## src/rtl/eviction_write_buffer_pkg.sv

```systemverilog
// eviction_write_buffer_pkg: LC-3b word/block/tag types and the write-buffer FSM state encoding.
package eviction_write_buffer_pkg;
  localparam int LC3B_OFFSET_BITS = 4;
  typedef logic [15:0] lc3b_word;
  typedef logic [127:0] lc3b_block;
  typedef logic [15-LC3B_OFFSET_BITS:0] lc3b_tag;
  typedef enum logic [1:0] {IDLE, READ, DRAIN, RESP} ewb_state_t;
  function automatic lc3b_tag addr_tag(lc3b_word a);
    return a[15:LC3B_OFFSET_BITS];
  endfunction
  function automatic lc3b_word tag_addr(lc3b_tag t);
    return {t, {LC3B_OFFSET_BITS{1'b0}}};
  endfunction
endpackage

```

## src/rtl/eviction_write_buffer_if.sv

```systemverilog
// eviction_write_buffer_if: cache-side and memory-side signals of the eviction write buffer.
interface eviction_write_buffer_if;
  import eviction_write_buffer_pkg::*;
  logic      cache_read;
  logic      cache_write;
  lc3b_word  cache_address;
  lc3b_block cache_wdata;
  lc3b_block cache_rdata;
  logic      cache_resp;
  logic      mem_read;
  logic      mem_write;
  lc3b_word  mem_address;
  lc3b_block mem_wdata;
  lc3b_block mem_rdata;
  logic      mem_resp;
  modport slave (
    input  cache_read, cache_write, cache_address, cache_wdata, mem_rdata, mem_resp,
    output cache_rdata, cache_resp, mem_read, mem_write, mem_address, mem_wdata
  );
  modport master (
    output cache_read, cache_write, cache_address, cache_wdata, mem_rdata, mem_resp,
    input  cache_rdata, cache_resp, mem_read, mem_write, mem_address, mem_wdata
  );
endinterface

```

## src/rtl/eviction_write_buffer_entry.sv

```systemverilog
// ewb_entry: the single buffered dirty block (valid, tag, data) with a combinational tag hit.
module ewb_entry
  import eviction_write_buffer_pkg::*;
(
  input  logic      clk,
  input  logic      rst_n,
  input  logic      load_i,
  input  logic      clear_i,
  input  lc3b_tag   tag_i,
  input  lc3b_block wdata_i,
  output logic      valid_o,
  output lc3b_tag   tag_o,
  output lc3b_block data_o,
  output logic      hit_o
);
  logic      valid_q;
  lc3b_tag   tag_q;
  lc3b_block data_q;
  always_ff @(posedge clk) begin
    if (!rst_n) begin
      valid_q <= 1'b0;
      tag_q   <= '0;
      data_q  <= '0;
    end else if (load_i) begin
      valid_q <= 1'b1;
      tag_q   <= tag_i;
      data_q  <= wdata_i;
    end else if (clear_i) begin
      valid_q <= 1'b0;
    end
  end
  assign valid_o = valid_q;
  assign tag_o   = tag_q;
  assign data_o  = data_q;
  assign hit_o   = valid_q && (tag_q == tag_i);
endmodule

```

## src/rtl/eviction_write_buffer.sv

```systemverilog
// eviction_write_buffer: single-entry writeback buffer; reads go first, the block drains when idle.
// Define EWB_FORWARD_EN to serve reads that hit the buffered block directly from the buffer.
module eviction_write_buffer
  import eviction_write_buffer_pkg::*;
(
  input logic clk,
  input logic rst_n,
  eviction_write_buffer_if.slave bus
);
  ewb_state_t state_q, state_d;
  lc3b_tag    req_tag_q, req_tag_d;
  lc3b_block  rdata_q, rdata_d;
  logic       load, clear, hit, valid;
  lc3b_tag    tag, cache_tag;
  lc3b_block  data;
  assign cache_tag = addr_tag(bus.cache_address);
  ewb_entry u_entry (
    .clk     (clk),
    .rst_n   (rst_n),
    .load_i  (load),
    .clear_i (clear),
    .tag_i   (cache_tag),
    .wdata_i (bus.cache_wdata),
    .valid_o (valid),
    .tag_o   (tag),
    .data_o  (data),
    .hit_o   (hit)
  );
  always_ff @(posedge clk) begin
    if (!rst_n) begin
      state_q   <= IDLE;
      req_tag_q <= '0;
      rdata_q   <= '0;
    end else begin
      state_q   <= state_d;
      req_tag_q <= req_tag_d;
      rdata_q   <= rdata_d;
    end
  end
  always_comb begin
    state_d   = state_q;
    req_tag_d = req_tag_q;
    rdata_d   = rdata_q;
    load      = 1'b0;
    clear     = 1'b0;
    case (state_q)
      IDLE: begin
        if (bus.cache_read && hit) begin
`ifdef EWB_FORWARD_EN
          rdata_d = data;
          state_d = RESP;
`else
          state_d = DRAIN;
`endif
        end else if (bus.cache_read) begin
          req_tag_d = cache_tag;
          state_d   = READ;
        end else if (bus.cache_write && !valid) begin
          load    = 1'b1;
          state_d = RESP;
        end else if (valid) begin
          // a pending write into a full buffer, or no request at all, both drain first
          state_d = DRAIN;
        end
      end
      READ: begin
        if (bus.mem_resp) begin
          rdata_d = bus.mem_rdata;
          state_d = RESP;
        end
      end
      DRAIN: begin
        if (bus.mem_resp) begin
          clear   = 1'b1;
          state_d = IDLE;
        end
      end
      default: state_d = IDLE;
    endcase
  end
  assign bus.cache_resp  = state_q == RESP;
  assign bus.cache_rdata = rdata_q;
  assign bus.mem_read    = state_q == READ;
  assign bus.mem_write   = state_q == DRAIN;
  assign bus.mem_address = (state_q == READ)  ? tag_addr(req_tag_q) :
                           (state_q == DRAIN) ? tag_addr(tag) : '0;
  assign bus.mem_wdata   = (state_q == DRAIN) ? data : '0;
endmodule
```

## src/flat_wrapper.sv

```systemverilog
// flat-port wrapper written by rule: the top's interface ports become plain ports
module eviction_write_buffer_flat import eviction_write_buffer_pkg::*;
  (clk, rst_n, bus_cache_read, bus_cache_write, bus_cache_address, bus_cache_wdata, bus_mem_rdata, bus_mem_resp, bus_cache_rdata, bus_cache_resp, bus_mem_read, bus_mem_write, bus_mem_address, bus_mem_wdata);
  eviction_write_buffer_if bus_i ();
  input logic clk;
  input logic rst_n;
  input wire logic [$bits(bus_i.cache_read)-1:0] bus_cache_read;
  input wire logic [$bits(bus_i.cache_write)-1:0] bus_cache_write;
  input wire logic [$bits(bus_i.cache_address)-1:0] bus_cache_address;
  input wire logic [$bits(bus_i.cache_wdata)-1:0] bus_cache_wdata;
  input wire logic [$bits(bus_i.mem_rdata)-1:0] bus_mem_rdata;
  input wire logic [$bits(bus_i.mem_resp)-1:0] bus_mem_resp;
  output wire logic [$bits(bus_i.cache_rdata)-1:0] bus_cache_rdata;
  output wire logic [$bits(bus_i.cache_resp)-1:0] bus_cache_resp;
  output wire logic [$bits(bus_i.mem_read)-1:0] bus_mem_read;
  output wire logic [$bits(bus_i.mem_write)-1:0] bus_mem_write;
  output wire logic [$bits(bus_i.mem_address)-1:0] bus_mem_address;
  output wire logic [$bits(bus_i.mem_wdata)-1:0] bus_mem_wdata;
  assign bus_i.cache_read = bus_cache_read;
  assign bus_i.cache_write = bus_cache_write;
  assign bus_i.cache_address = bus_cache_address;
  assign bus_i.cache_wdata = bus_cache_wdata;
  assign bus_i.mem_rdata = bus_mem_rdata;
  assign bus_i.mem_resp = bus_mem_resp;
  assign bus_cache_rdata = bus_i.cache_rdata;
  assign bus_cache_resp = bus_i.cache_resp;
  assign bus_mem_read = bus_i.mem_read;
  assign bus_mem_write = bus_i.mem_write;
  assign bus_mem_address = bus_i.mem_address;
  assign bus_mem_wdata = bus_i.mem_wdata;
  eviction_write_buffer u_core (.clk(clk), .rst_n(rst_n), .bus(bus_i));
endmodule
```

## config.mk

```make
export PLATFORM = sky130hd
export DESIGN_NAME = eviction_write_buffer_flat
export DESIGN_NICKNAME = d
export VERILOG_FILES = /design/src/rtl/eviction_write_buffer_pkg.sv /design/src/rtl/eviction_write_buffer_if.sv /design/src/rtl/eviction_write_buffer_entry.sv /design/src/rtl/eviction_write_buffer.sv /design/src/flat_wrapper.sv
export SDC_FILE = /design/constraint.sdc
export NUM_CORES = 1
export LEC_CHECK = 0
export CAP_MARGIN = 0
export CORE_AREA = 2 2 213 215
export CTS_CLUSTER_DIAMETER = 200
export DETAILED_ROUTE_END_ITERATION = 6
export DIE_AREA = 0 0 215 217
export MAX_ROUTING_LAYER = met4
export PLACE_DENSITY = 0.61
export SYNTH_ARGS = -nofsm -noshare
export SYNTH_HDL_FRONTEND = slang
export SYNTH_SLANG_ARGS = --single-unit
```

## constraint.sdc

```tcl
create_clock -name clk -period 1.75 [get_ports clk]
set_clock_uncertainty 0.2 [all_clocks]
set_input_delay 0.2625 -clock clk [delete_from_list [all_inputs] [get_ports clk]]
set_output_delay 0.2625 -clock clk [all_outputs]
set_load 0.1 [all_outputs]
```

==> out/qor.yml <==
pwr:
  p_int_w: 0.01388
  p_per_area_mw_per_mm2: 845.3
  power.switching_w: 0.006282
  p_seq_share_pct: 35.1
  power_w: 0.02016
  ir_drop_mv: 0.8307
  switching_share_pct: 31.16
  clock_power_share_pct: 37.1
  p_leak_nw: 9.313
  pwr-share-comb_pct: 27.8
flow_run:
  drv_cap: 0
sta:
  fmax_mhz: 438.3
  hold_viol_final: 0
  drv_slew: 0
  hold_ws_ns: 0.06457
  rsz0062_at_grt: "yes"
  final.period_utilization_pct: 130.4
  finalSetupViolations: 309
  timing.final.crit_period_ns: 2.281
  fin_setup_tns_ns: -114.26
  layout_setup_ws_ns: -0.5314
synth:
  ys_warn_count: 0
  synth_commonest_cells: "nand2_1 (564), dfxtp_1 (283), a21boi_1 (268)"
  avgSynthCellArea_sq_um: 8.245
  yosysMostFrequentCell: "nand2_1"
  yosys.area.top_type: "dfxtp_1"
  ys_seq_area_share_pct: 48.63
  ys_ff_latch: 283
  async_reset_ff_share_pct: 0
  synth_edf_count: 0
  syn_inst: 1413
  yosysUniqueCellTypes: 27
  synth_area_sq_mm: 0.01165
  synth_top_area_share_pct: 48.63
  synth_area_leaders: "dfxtp_1 (49%), nand2_1 (18%), a21boi_1 (17%)"
  ys.flop_type: "dfxtp_1"
detailed_routing:
  wl_per_cell_um: 18.11
  wl_mm: 47.44
  routed-via-count: 11660
  avgViaCountPerCell: 4.452
  drcViolationCount: 0
  drtAntennaViolNets: 0
  drtPass1Iterations: 5
  drt_iter0_drc: 534
floorplan:
  pin_count: 552
  die_y_um: 217
  die_x_um: 215
  dieArea_sq_mm: 0.04666
  core_area_sq_mm: 0.04470
  start_util_pct: 26.06
  rows: 78
critical_path:
  crit_arrival_ns: 1.82
  cp-start-kind: "flop"
  endpoint_kind: "primary output"
  rr_endpoint: "u_core.bus.cache_rdata[87]"
  crit_fanout: 19
  rr_startpoint: "u_core.state_q[1]"
  crit_type: "reg -> out"
  reg2reg_slack_ns: -0.47
  r2r_cells: 13
  crit_required_ns: 1.29
worst_hold_path:
  min_path_type: "in -> reg"
  hold_start: "bus_cache_wdata[9]"
  holdPathEnd: "u_core.u_entry.data_o[9]"
  whs_path_depth: 3
grt:
  grt_pass1_wl_mm: 68.19
  grt_pass1_vias: 11550
  globalRoute.totalOverflow: 0
  grt_use_total_pct: 19.44
  grt_start_max_net_pins: 54
  antenna_found_initial: 3
clocking:
  clock-sinks: 283
  htree_num_levels: 2
  cts_root_buf: "clkbuf_16"
  insertion_delay_ns: 0.54
  cts_buffers: 35
  clk_pin_slew_ns: 0.06
  tritoncts: "yes"
  cts.path.max_buffers: 3
outcome:
  status: "finished, violations left"
  violations: "setup timing"
final_layout:
  drive_gt1_share_pct: 33.73
  layout.nets: 2270
  synthToLayoutAreaGrowth_pct: 104.7
  fill_cells: 3882
  finalInstanceArea_sq_mm: 0.02385
placement:
  hpwl_mm: 32.28
  io_buffers: 543
  finalWeightedCongestion: 0.8077
  place_ws_ns: -0.5590
  place_area_sq_mm: 0.02112
## per-stage QoR
stage | util, % | instances
final | 53.36 | 2619
after detailed placement | 47.26 | 2507
after global routing | 53.36 | 2619
after global placement | 47.26 | 2507
after CTS | 50.96 | 2589
after floorplan | - | 1416
## state kept, by name, summed over array words and instances (netlist names)
signal / cells
u_core.u_entry.valid_o: 1
u_core.state_q: 2
u_core.u_entry.tag_o: 12
u_core.u_entry.data_o: 128
u_core.bus.cache_rdata: 128
u_core.req_tag_q: 12
## critical path, cell delays in order (launching register included)
cell	delay [ns]
dfxtp_2	0.34
nor2b_4	0.20
buf_12	0.17
clkbuf_16	0.20
and2_4	0.19
buf_12	0.17
## per-layer routing
| layer | vias to the layer above | track usage, % | wire (um) |
|---|---|---|---|
| met5 | - | - | 0 |
| met4 | 0 | 6.184 | 1211 |
| met3 | 74 | 8.078 | 4583 |
| met2 | 416 | 32.66 | 23600 |
| met1 | 5488 | 20.86 | 18050 |
| li1 | 5681 | - | - |
## final cells by class
class	instances	area, sq um	area share [%]
diodes	3	7.507	0.03147
clock buffers	53	1055	4.422
clock inverters	7	128.9	0.5403
inverters	1	3.754	0.01574
multi-input cells	1019	6370	26.70
flip-flops and latches	283	5673	23.78
well taps	600	750.7	3.147
repair buffers	653	9864	41.36
## placed cells by master, fill, tap and decap left out, types with 4 or more instances in the layout
cell type	instances
conb_1	4
clkbuf_1	8
nand2_1	516
a21boi_1	227
buf_16	10
nand2_4	43
xor2_1	7
buf_4	33
clkdlybuf4s50_1	271
and2_4	85
clkbuf_16	48
clkbuf_8	9
buf_6	22
mux2i_1	12
dfxtp_1	279
a22o_4	12
nand2_2	5
buf_12	301
and2_2	46
a21boi_2	41
## how the worst max path moves through the flow
stage,start,end,slack [ns],cells after the start
2_1_floorplan,u_core.state_q[1],bus_mem_wdata[108],-0.14,5
6_report,u_core.state_q[1],bus_mem_wdata[61],-0.53,5
4_1_cts,u_core.state_q[1],bus_mem_wdata[88],-0.56,5
5_1_grt,u_core.state_q[1],bus_mem_address[15],-0.58,5
3_5_place_dp,bus_cache_address[4],u_core.req_tag_q[6],-0.56,7
3_3_place_gp,bus_cache_address[4],u_core.req_tag_q[6],-0.57,7
## power groups by stage
stage          combinational [W]  sequential, W  clock [W]
2_1_floorplan            0.00176        0.00814          0
3_3_place_gp             0.00486        0.00719          0
3_5_place_dp             0.00489        0.00721          0
4_1_cts                  0.00521        0.00707    0.00773
5_1_grt                  0.00587        0.00711    0.00799
6_report                 0.00561        0.00708    0.00748
## timing repair
item / in CTS / in global routing
cloned: 11 / 13
resized for setup: 38 / 203
setup buffers: 10 / 16
endpoints found under the hold margin: 27 / 0
hold buffers: 1 / 0
pin swaps: 7 / 73
setup endpoints to repair: 218 / 401
## cell families (layout without fill, tap and decap cells)
family | count (synthesis) | after routing | share of synthesized area (%)
multiplexers | 12 | 12 | 1.031
buffers and inverters | 115 | 714 | 4.715
AO/OA/AOI/OAI | 285 | 285 | 18.70
XOR/XNOR | 12 | 12 | 0.9022
AND/OR/NAND/NOR | 705 | 706 | 25.99
flip-flops | 283 | 283 | 48.63
other | 1 | 7 | 0.03219
Note: power is estimated with default switching activity, not from simulation.
